===== config.mk =====
export PLATFORM = sky130hd
export DESIGN_NAME = regfile_wb_arbiter
export DESIGN_NICKNAME = d
export VERILOG_FILES = /design/src/rtl/regfile_wb_arbiter.sv
export SDC_FILE = /design/constraint.sdc
export NUM_CORES = 1
export LEC_CHECK = 0
export BUFFER_PORTS_ARGS = -buffer_cell sky130_fd_sc_hd__buf_4
export CORE_MARGIN = 4
export CORE_UTILIZATION = 47
export CTS_CLUSTER_DIAMETER = 50
export CTS_CLUSTER_SIZE = 20
export DETAILED_ROUTE_END_ITERATION = 12
export MAX_ROUTING_LAYER = met4
export PLACE_DENSITY_LB_ADDON = 0.3
export SLEW_MARGIN = 0
export SYNTH_ARGS = -nofsm -noshare
export SYNTH_HDL_FRONTEND = slang
export SYNTH_SLANG_ARGS = --single-unit
export TNS_END_PERCENT = 1

===== constraint.sdc =====
create_clock -name clk -period 3.32 [get_ports clk]
set_clock_uncertainty 0.1 [all_clocks]
set_input_delay 0.166 -clock clk [delete_from_list [all_inputs] [get_ports clk]]
set_output_delay 0.166 -clock clk [all_outputs]
set_load 0.01 [all_outputs]

===== src/rtl/regfile_wb_arbiter.sv =====
// -----------------------------------------------------------------------------
// regfile_wb_arbiter
//
// Shares the single write port of the 32x32 CPU register file between N_REQ
// writeback sources. Sources are granted round-robin through valid/ready
// handshakes. The accepted write is registered onto wen/waddr/wdata, so a
// handshake in cycle t appears on the write port in cycle t+1.
//
// Ports
//   clk        clock
//   rst        synchronous, active-high reset
//   flush      kills the current arbitration and the write that would appear
//              next cycle; the pointer returns to requester 0
//   req_valid  per-requester write pending
//   req_ready  per-requester grant (combinational, at most one bit set)
//   req_addr   5-bit destination register per requester, packed [5i+4:5i]
//   req_data   32-bit write data per requester, packed [32i+31:32i]
//   wen        register-file write enable (registered)
//   waddr      register-file write address (registered)
//   wdata      register-file write data (registered)
//   wb_busy    one-hot mask of the register currently being written
// -----------------------------------------------------------------------------
module regfile_wb_arbiter #(
  parameter int N_REQ = 3
) (
  input  logic                  clk,
  input  logic                  rst,
  input  logic                  flush,
  input  logic [N_REQ-1:0]      req_valid,
  output logic [N_REQ-1:0]      req_ready,
  input  logic [5*N_REQ-1:0]    req_addr,
  input  logic [32*N_REQ-1:0]   req_data,
  output logic                  wen,
  output logic [4:0]            waddr,
  output logic [31:0]           wdata,
  output logic [31:0]           wb_busy
);

  localparam int PTR_W = (N_REQ > 1) ? $clog2(N_REQ) : 1;

  logic [PTR_W-1:0] rr_ptr_q, rr_ptr_d;
  logic             wen_q, wen_d;
  logic [4:0]       waddr_q, waddr_d;
  logic [31:0]      wdata_q, wdata_d;

  logic             grant_vld;
  logic [PTR_W-1:0] grant_idx;
  int               scan_idx;

  // ---------------------------------------------------------------------------
  // Round-robin arbitration: scan from rr_ptr upward, wrapping modulo N_REQ.
  // The wrap is a compare-and-subtract so non-power-of-2 N_REQ works.
  // ---------------------------------------------------------------------------
  always_comb begin
    // NOTE: every variable written in this block gets a default first, so
    // no path leaves it unassigned and no latch is inferred.
    grant_vld = 1'b0;
    grant_idx = '0;
    scan_idx  = 0;
    req_ready = '0;
    for (int k = 0; k < N_REQ; k++) begin
      scan_idx = int'(rr_ptr_q) + k;
      if (scan_idx >= N_REQ) scan_idx = scan_idx - N_REQ;
      if (!grant_vld && req_valid[scan_idx]) begin
        grant_vld = 1'b1;
        grant_idx = PTR_W'(scan_idx);
      end
    end
    // Reset and flush suppress the grant entirely, so no handshake occurs.
    if (rst || flush) grant_vld = 1'b0;
    if (grant_vld) req_ready[grant_idx] = 1'b1;
  end

  // ---------------------------------------------------------------------------
  // Next-state: pointer advance and output-stage load.
  // ---------------------------------------------------------------------------
  always_comb begin
    rr_ptr_d = rr_ptr_q;
    wen_d    = 1'b0;
    waddr_d  = waddr_q;
    wdata_d  = wdata_q;
    if (grant_vld) begin
      rr_ptr_d = (int'(grant_idx) == N_REQ - 1) ? '0 : grant_idx + PTR_W'(1);
      waddr_d  = req_addr[5*int'(grant_idx) +: 5];
      wdata_d  = req_data[32*int'(grant_idx) +: 32];
      // A write to r0 consumes the grant but never reaches the register file.
      wen_d    = (req_addr[5*int'(grant_idx) +: 5] != 5'd0);
    end
    if (flush) rr_ptr_d = '0;
  end

  always_ff @(posedge clk) begin
    // NOTE: state registers use non-blocking assignments so every flop
    // samples its _d value from before the edge, independent of order.
    if (rst) begin
      rr_ptr_q <= '0;
      wen_q    <= 1'b0;
      waddr_q  <= 5'd0;
      wdata_q  <= 32'd0;
    end else begin
      rr_ptr_q <= rr_ptr_d;
      wen_q    <= wen_d;
      waddr_q  <= waddr_d;
      wdata_q  <= wdata_d;
    end
  end

  assign wen     = wen_q;
  assign waddr   = waddr_q;
  assign wdata   = wdata_q;
  // wen is never set for r0, so bit 0 of the mask stays clear.
  assign wb_busy = wen_q ? (32'd1 << waddr_q) : 32'd0;

endmodule


==> results.toml, run 1 <==
[run_status]
status = "complete, no violations"

[hold_path]
hp-class = "in -> reg"

[sta]
setup_tns_ns = 0
finalSetupViolations = 0
drv_slew = 0
hold_viol_final = 0
period_minus_slack_ns = 3.04
relSlewSlack = 0.560
period_share = 0.915
rsz0062_at_grt = "false"
max_freq_ghz = 0.329
max_slew.worst_pin.slew_ns = 0.651

[cts]
post-cts-setup-buffers = 0
cts.sinks = 40
clockBufferDepth = 2
clkTransAtPathRegs_ns = 0.08
htreeDepth = 2
cts_tree = "built"
clock_latency_ns = 0.29
postCtsHoldBufs = 0
numCtsBuffers = 5
cts_resized = 0
ctsRootBufferMaster = "clkbuf_8"

[floorplanning]
row_count = 29
die_w_um = 89.2
die_y_um = 89.2
die_area_um2 = 7960
ios = 190
initial_core_util = 0.485
core_area_um2 = 6390

[yosys]
avgSynthCellArea_um2 = 8.54
syn_inst = 363
synth_cell_type_count = 44
ys_ff_latch = 40
synth_area_um2 = 3100
synth_nets = 484
synth_top_area_frac = 0.258
synth_warnings = 0
ys_top_cells_by_area = "dfxtp_1 (26%), nand3b_1 (20%), mux2i_1 (13%), o2bb2ai_1 (11%), o21ai_0 (5.3%)"
yosys.area.top_type = "dfxtp_1"
synth-seq-area-share = 0.258

[flow_run]
drv_cap = 0

[worst_setup_path]
end_kind = "output port"
r2r_slack_ns = 0.57
crit_arrival_ns = 2.77
cp-start-kind = "flip-flop"
crit_fanout = 52
required_ns = 3.05
critical_path_class = "reg -> out"

[power]
power_w = 0.00194
powerDensity_nw_per_um2 = 419
peakVddDrop_v = 0.000273
p_leak_nw = 2.18

[route]
drc = 0
routed_via_density = 5.73
final_antenna_net_count = 0
detailedRoute.firstPassIterationCount = 5
num_vias = 3498
wl_per_cell_um = 17.2
drt_iter0_drc = 158
totalWireLength_um = 10500

[final_layout]
drive_gt1_frac = 0.411
nNetsFinal = 653
n_fill_cell = 527
area_growth_pct = 48.9
antenna_cells = 0
final_common_cell = "buf_4"
design_area_um2 = 4610
mostFrequentLayoutCells = "buf_4 (201), nand3b_1 (82), mux2i_1 (40), dfxtp_1 (40)"

[global_routing]
grt_pass1_wl_um = 16000
overflow = 0
grt_max_degree = 53
antenna_found_initial = 0
grt_pass1_vias = 3423
track_usage = 0.258

[place]
dpl_cell_area_um2 = 4500
gp_congestion = 0.820
portBuffers = 189
hpwl_um = 7890
## synth_stat cells, drive strengths merged
| master | instances |
|---|---|
| a21boi | 1 |
| a2bb2oi | 1 |
| a32o | 1 |
| a32oi | 1 |
| and2 | 1 |
| and3 | 1 |
| buf | 12 |
| clkbuf | 27 |
| dfxtp | 40 |
| ha | 4 |
| inv | 3 |
| mux2i | 41 |
| nand2 | 5 |
| nand2b | 1 |
| nand3 | 4 |
| nand3b | 82 |
| nand4b | 1 |
| nand4bb | 1 |
| nor2 | 39 |
| nor2b | 1 |
| nor3 | 3 |
| nor4 | 2 |
| nor4b | 1 |
| o211ai | 1 |
| o21a | 1 |
| o21ai | 37 |
| o221ai | 3 |
| o22ai | 1 |
| o2bb2ai | 38 |
| o311ai | 1 |
| o31ai | 1 |
| o32ai | 1 |
| o41ai | 1 |
| or2 | 1 |
| or3 | 1 |
| or3b | 3 |
## registers in the layout (all words and copies together) (netlist names)
name	cells
wdata	32
waddr	5
rr_ptr_q	2
wen	1
## critical path: stages, from the launching register on
cell      delay [ns]
dfxtp_1         0.37
inv_1           0.09
ha_1            0.41
nor2b_1         0.20
o221ai_4        0.17
buf_4           0.46
nand2_1         0.25
nor4_1          0.34
buf_4           0.18
## routing by layer
metal	GRT usage	share of wire	up-vias
met5	-	0	-
met2	0.457	0.50	144
met1	0.299	0.41	1650
met4	0.0433	0.011	0
li1	-	-	1691
met3	0.0645	0.082	13
## report_power, final
part / leakage, nW / total, W / switching [W] / internal, W
clock network: 0.0541 / 0.000416 / 0.000193 / 0.000223
logic: 1.80 / 0.000887 / 0.000433 / 0.000453
registers: 0.331 / 0.000633 / 0.0000674 / 0.000565
total: 2.18 / 0.00194 / 0.000694 / 0.00124
## through the flow
step | util | worst slack (ns) | instances | hold slack, ns
2_1_floorplan | - | 1.06 | 363 | 0.243
6_report | 0.723 | 0.282 | 610 | 0.0320
5_1_grt | 0.723 | 0.0521 | 610 | 0.0439
3_5_place_dp | 0.705 | 0.579 | 602 | 0.350
3_3_place_gp | 0.705 | 0.676 | 602 | 0.336
4_1_cts | 0.723 | 0.261 | 610 | 0.0226
## logic make-up (layout without fill, tap and decap cells)
family                     Yosys count  after routing  synth area share
AOI/OAI and AO/OA                   89             89             0.215
muxes                               41             41             0.134
DFF                                 40             40             0.258
adders and majority gates            4              4            0.0161
buffers and inverters               42            212            0.0723
and+or+nand+nor                    147            147             0.305
## cell type report
class | count | area (um2) | area share
clock inverter | 3 | 42.5 | 0.00922
inverter | 3 | 11.3 | 0.00244
timing repair buffer | 201 | 1510 | 0.327
tap | 77 | 96.3 | 0.0209
sequential | 40 | 801 | 0.174
multi-input combinational | 281 | 2090 | 0.452
clock buffer | 5 | 68.8 | 0.0149
## worst paths after layout
path	from	end	cells after the start
worst max-delay path	rr_ptr_q[0]$_SDFFE_PP0P_	req_ready[1]	8
worst min-delay path	req_data[70]	wdata[6]$_SDFFE_PP0P_	3
worst max register to register	rr_ptr_q[1]$_SDFFE_PP0P_	wen$_SDFF_PP0_	8
worst min register to register	wdata[1]$_SDFFE_PP0P_	wdata[1]$_SDFFE_PP0P_	1
No activity file was read; power rests on OpenSTA's default activity.
==> run 2, diff against run 1 <==
--- a/config.mk
+++ b/config.mk
@@ -6,8 +6,9 @@
 export NUM_CORES = 1
 export LEC_CHECK = 0
 export BUFFER_PORTS_ARGS = -buffer_cell sky130_fd_sc_hd__buf_4
+export CAP_MARGIN = 20
 export CORE_MARGIN = 4
-export CORE_UTILIZATION = 47
+export CORE_UTILIZATION = 44
 export CTS_CLUSTER_DIAMETER = 50
 export CTS_CLUSTER_SIZE = 20
 export DETAILED_ROUTE_END_ITERATION = 12
==> run 2 against run 1 <==
  * Maximum frequency is 2.0% lower
  * Flip-flop and latch count stayed put
  * Combinational power hardly changed
  * First-iteration DRC count is 19% lower
  * Register-to-register slack hardly changed
  * Largest power group unchanged
  * Critical endpoint is now req_ready[0]
  * Setup slack worse by 0.063 ns
  * Count of clock-buffer cells in the layout is 2 higher
==> results.toml, run 2 (synthesized netlist as in run 1, its figures left out) <==
[global_routing]
grt_max_degree = 78
track_usage = 0.230
grt_pass1_vias = 3282
antenna_found_initial = 0
grt_pass1_wl_um = 15800
overflow = 0

[final_layout]
mostFrequentLayoutCells = "buf_4 (196), nand3b_1 (82), mux2i_1 (40), dfxtp_1 (40)"
drive_gt1_frac = 0.411
final_common_cell = "buf_4"
nNetsFinal = 651
area_growth_pct = 50.2
antenna_cells = 0
stdcell_count = 627
largest_reg_flops = 32
n_fill_cell = 576

[route]
final_antenna_net_count = 0
totalWireLength_um = 10100
detailedRoute.firstPassIterationCount = 4
drt_iter0_drc = 128
routed_via_density = 5.50
num_vias = 3448
wl_per_cell_um = 16.2
drc = 0

[floorplanning]
die_y_um = 91.9
initial_core_util = 0.454
die_w_um = 91.9
core_area_um2 = 6830
ios = 190
row_count = 30
die_area_um2 = 8450

[cts]
cts.sinks = 40
postCtsHoldBufs = 0
htreeDepth = 2
clkTransAtPathRegs_ns = 0.09
cts_tree = "built"
cts_resized = 0
clockBufferDepth = 2
clock_latency_ns = 0.29
ctsRootBufferMaster = "clkbuf_8"
post-cts-setup-buffers = 0
numCtsBuffers = 5

[sta]
relSlewSlack = 0.523
finalSetupViolations = 0
period_minus_slack_ns = 3.10
hold_viol_final = 0
max_slew.worst_pin.slew_ns = 0.707
max_freq_ghz = 0.323
setup_tns_ns = 0
drv_slew = 0
rsz0062_at_grt = "false"
period_share = 0.934

[worst_setup_path]
worst_path_most_repeated_cell = "buf_4"
cp-start-kind = "flip-flop"
cpLargestDelayFamily = "buffers and inverters"
critical_path.max_stage_delay_ns = 0.38
end_kind = "output port"
cpMaxStageDelayCell = "buf_4"
cp_cell_sequence = "inv_1 > ha_1 > nand3b_1 > buf_6 > o211ai_1 > a32oi_4 > buf_4 > and3_2 > buf_4"
crit_arrival_ns = 2.83
required_ns = 3.05
critical_path_class = "reg -> out"
critical_path_buf_inv_count = 4
crit_fanout = 50

[place]
gp_congestion = 0.787
portBuffers = 189
hpwl_um = 7640
post-place-cells = 618

[power]
p_leak_nw = 2.19
powerDensity_nw_per_um2 = 422
power_w = 0.00197
peakVddDrop_v = 0.000227

[flow_run]
drv_cap = 0

[run_status]
status = "complete, no violations"

[hold_path]
hp-class = "in -> reg"
[run 2: cell count changes in the layout (fill, tap and decap cells not counted), sizes merged]
cell | before | now
clkbuf | 5 | 7
buf | 201 | 199
clkinv | 1 | 0
clkinvlp | 1 | 0
[run 2: per-stage QoR]
step | setup slack [ns] | cell area, um2 | hold WS, ns | util
2_1_floorplan | 1.06 | 3100 | 0.243 | -
6_report | 0.220 | 4650 | 0.0333 | 0.681
3_3_place_gp | 0.434 | 4500 | 0.334 | 0.659
5_1_grt | 0.0126 | 4650 | 0.0560 | 0.681
3_5_place_dp | 0.396 | 4500 | 0.349 | 0.659
4_1_cts | 0.0800 | 4630 | 0.0266 | 0.678
[run 2: power by group]
| part | internal, W | total (W) | switching [W] |
|---|---|---|---|
| Sequential | 0.000565 | 0.000633 | 0.0000679 |
| Combinational | 0.000455 | 0.000884 | 0.000430 |
| Clock | 0.000266 | 0.000448 | 0.000183 |
| Total | 0.00129 | 0.00197 | 0.000680 |
[run 2: area by class of cell]
cell class                      instances  area, um2  area share
Multi-Input combinational cell        281       2090       0.448
Timing Repair Buffer                  199       1510       0.324
Sequential cell                        40        801       0.172
Tap cell                               96        120      0.0258
Clock buffer                            7       96.3      0.0207
Clock inverter                          1       30.0     0.00645
Inverter                                3       11.3     0.00242
[run 2: worst paths after layout]
kind	slack, ns	start	cells past startpoint	end
worst max-delay path	0.22	rr_ptr_q[0]$_SDFFE_PP0P_	9	req_ready[0]
worst min-delay path	0.03	req_data[70]	3	wdata[6]$_SDFFE_PP0P_
worst max register to register	0.56	rr_ptr_q[0]$_SDFFE_PP0P_	9	wdata[13]$_SDFFE_PP0P_
worst min register to register	0.37	wdata[0]$_SDFFE_PP0P_	1	wdata[0]$_SDFFE_PP0P_
[run 2: worst min-delay path: stages]
cell	delay, ns
buf_4	0.08
o21ai_1	0.06
o2bb2ai_1	0.10
[run 2: per-layer routing]
metal / up-vias / GRT usage / routed length, um
met1: 1585 / 0.273 / 4130
met4: 0 / 0.0606 / 178
met3: 20 / 0.0632 / 959
li1: 1686 / - / -
met2: 157 / 0.386 / 4860
met5: - / - / 0
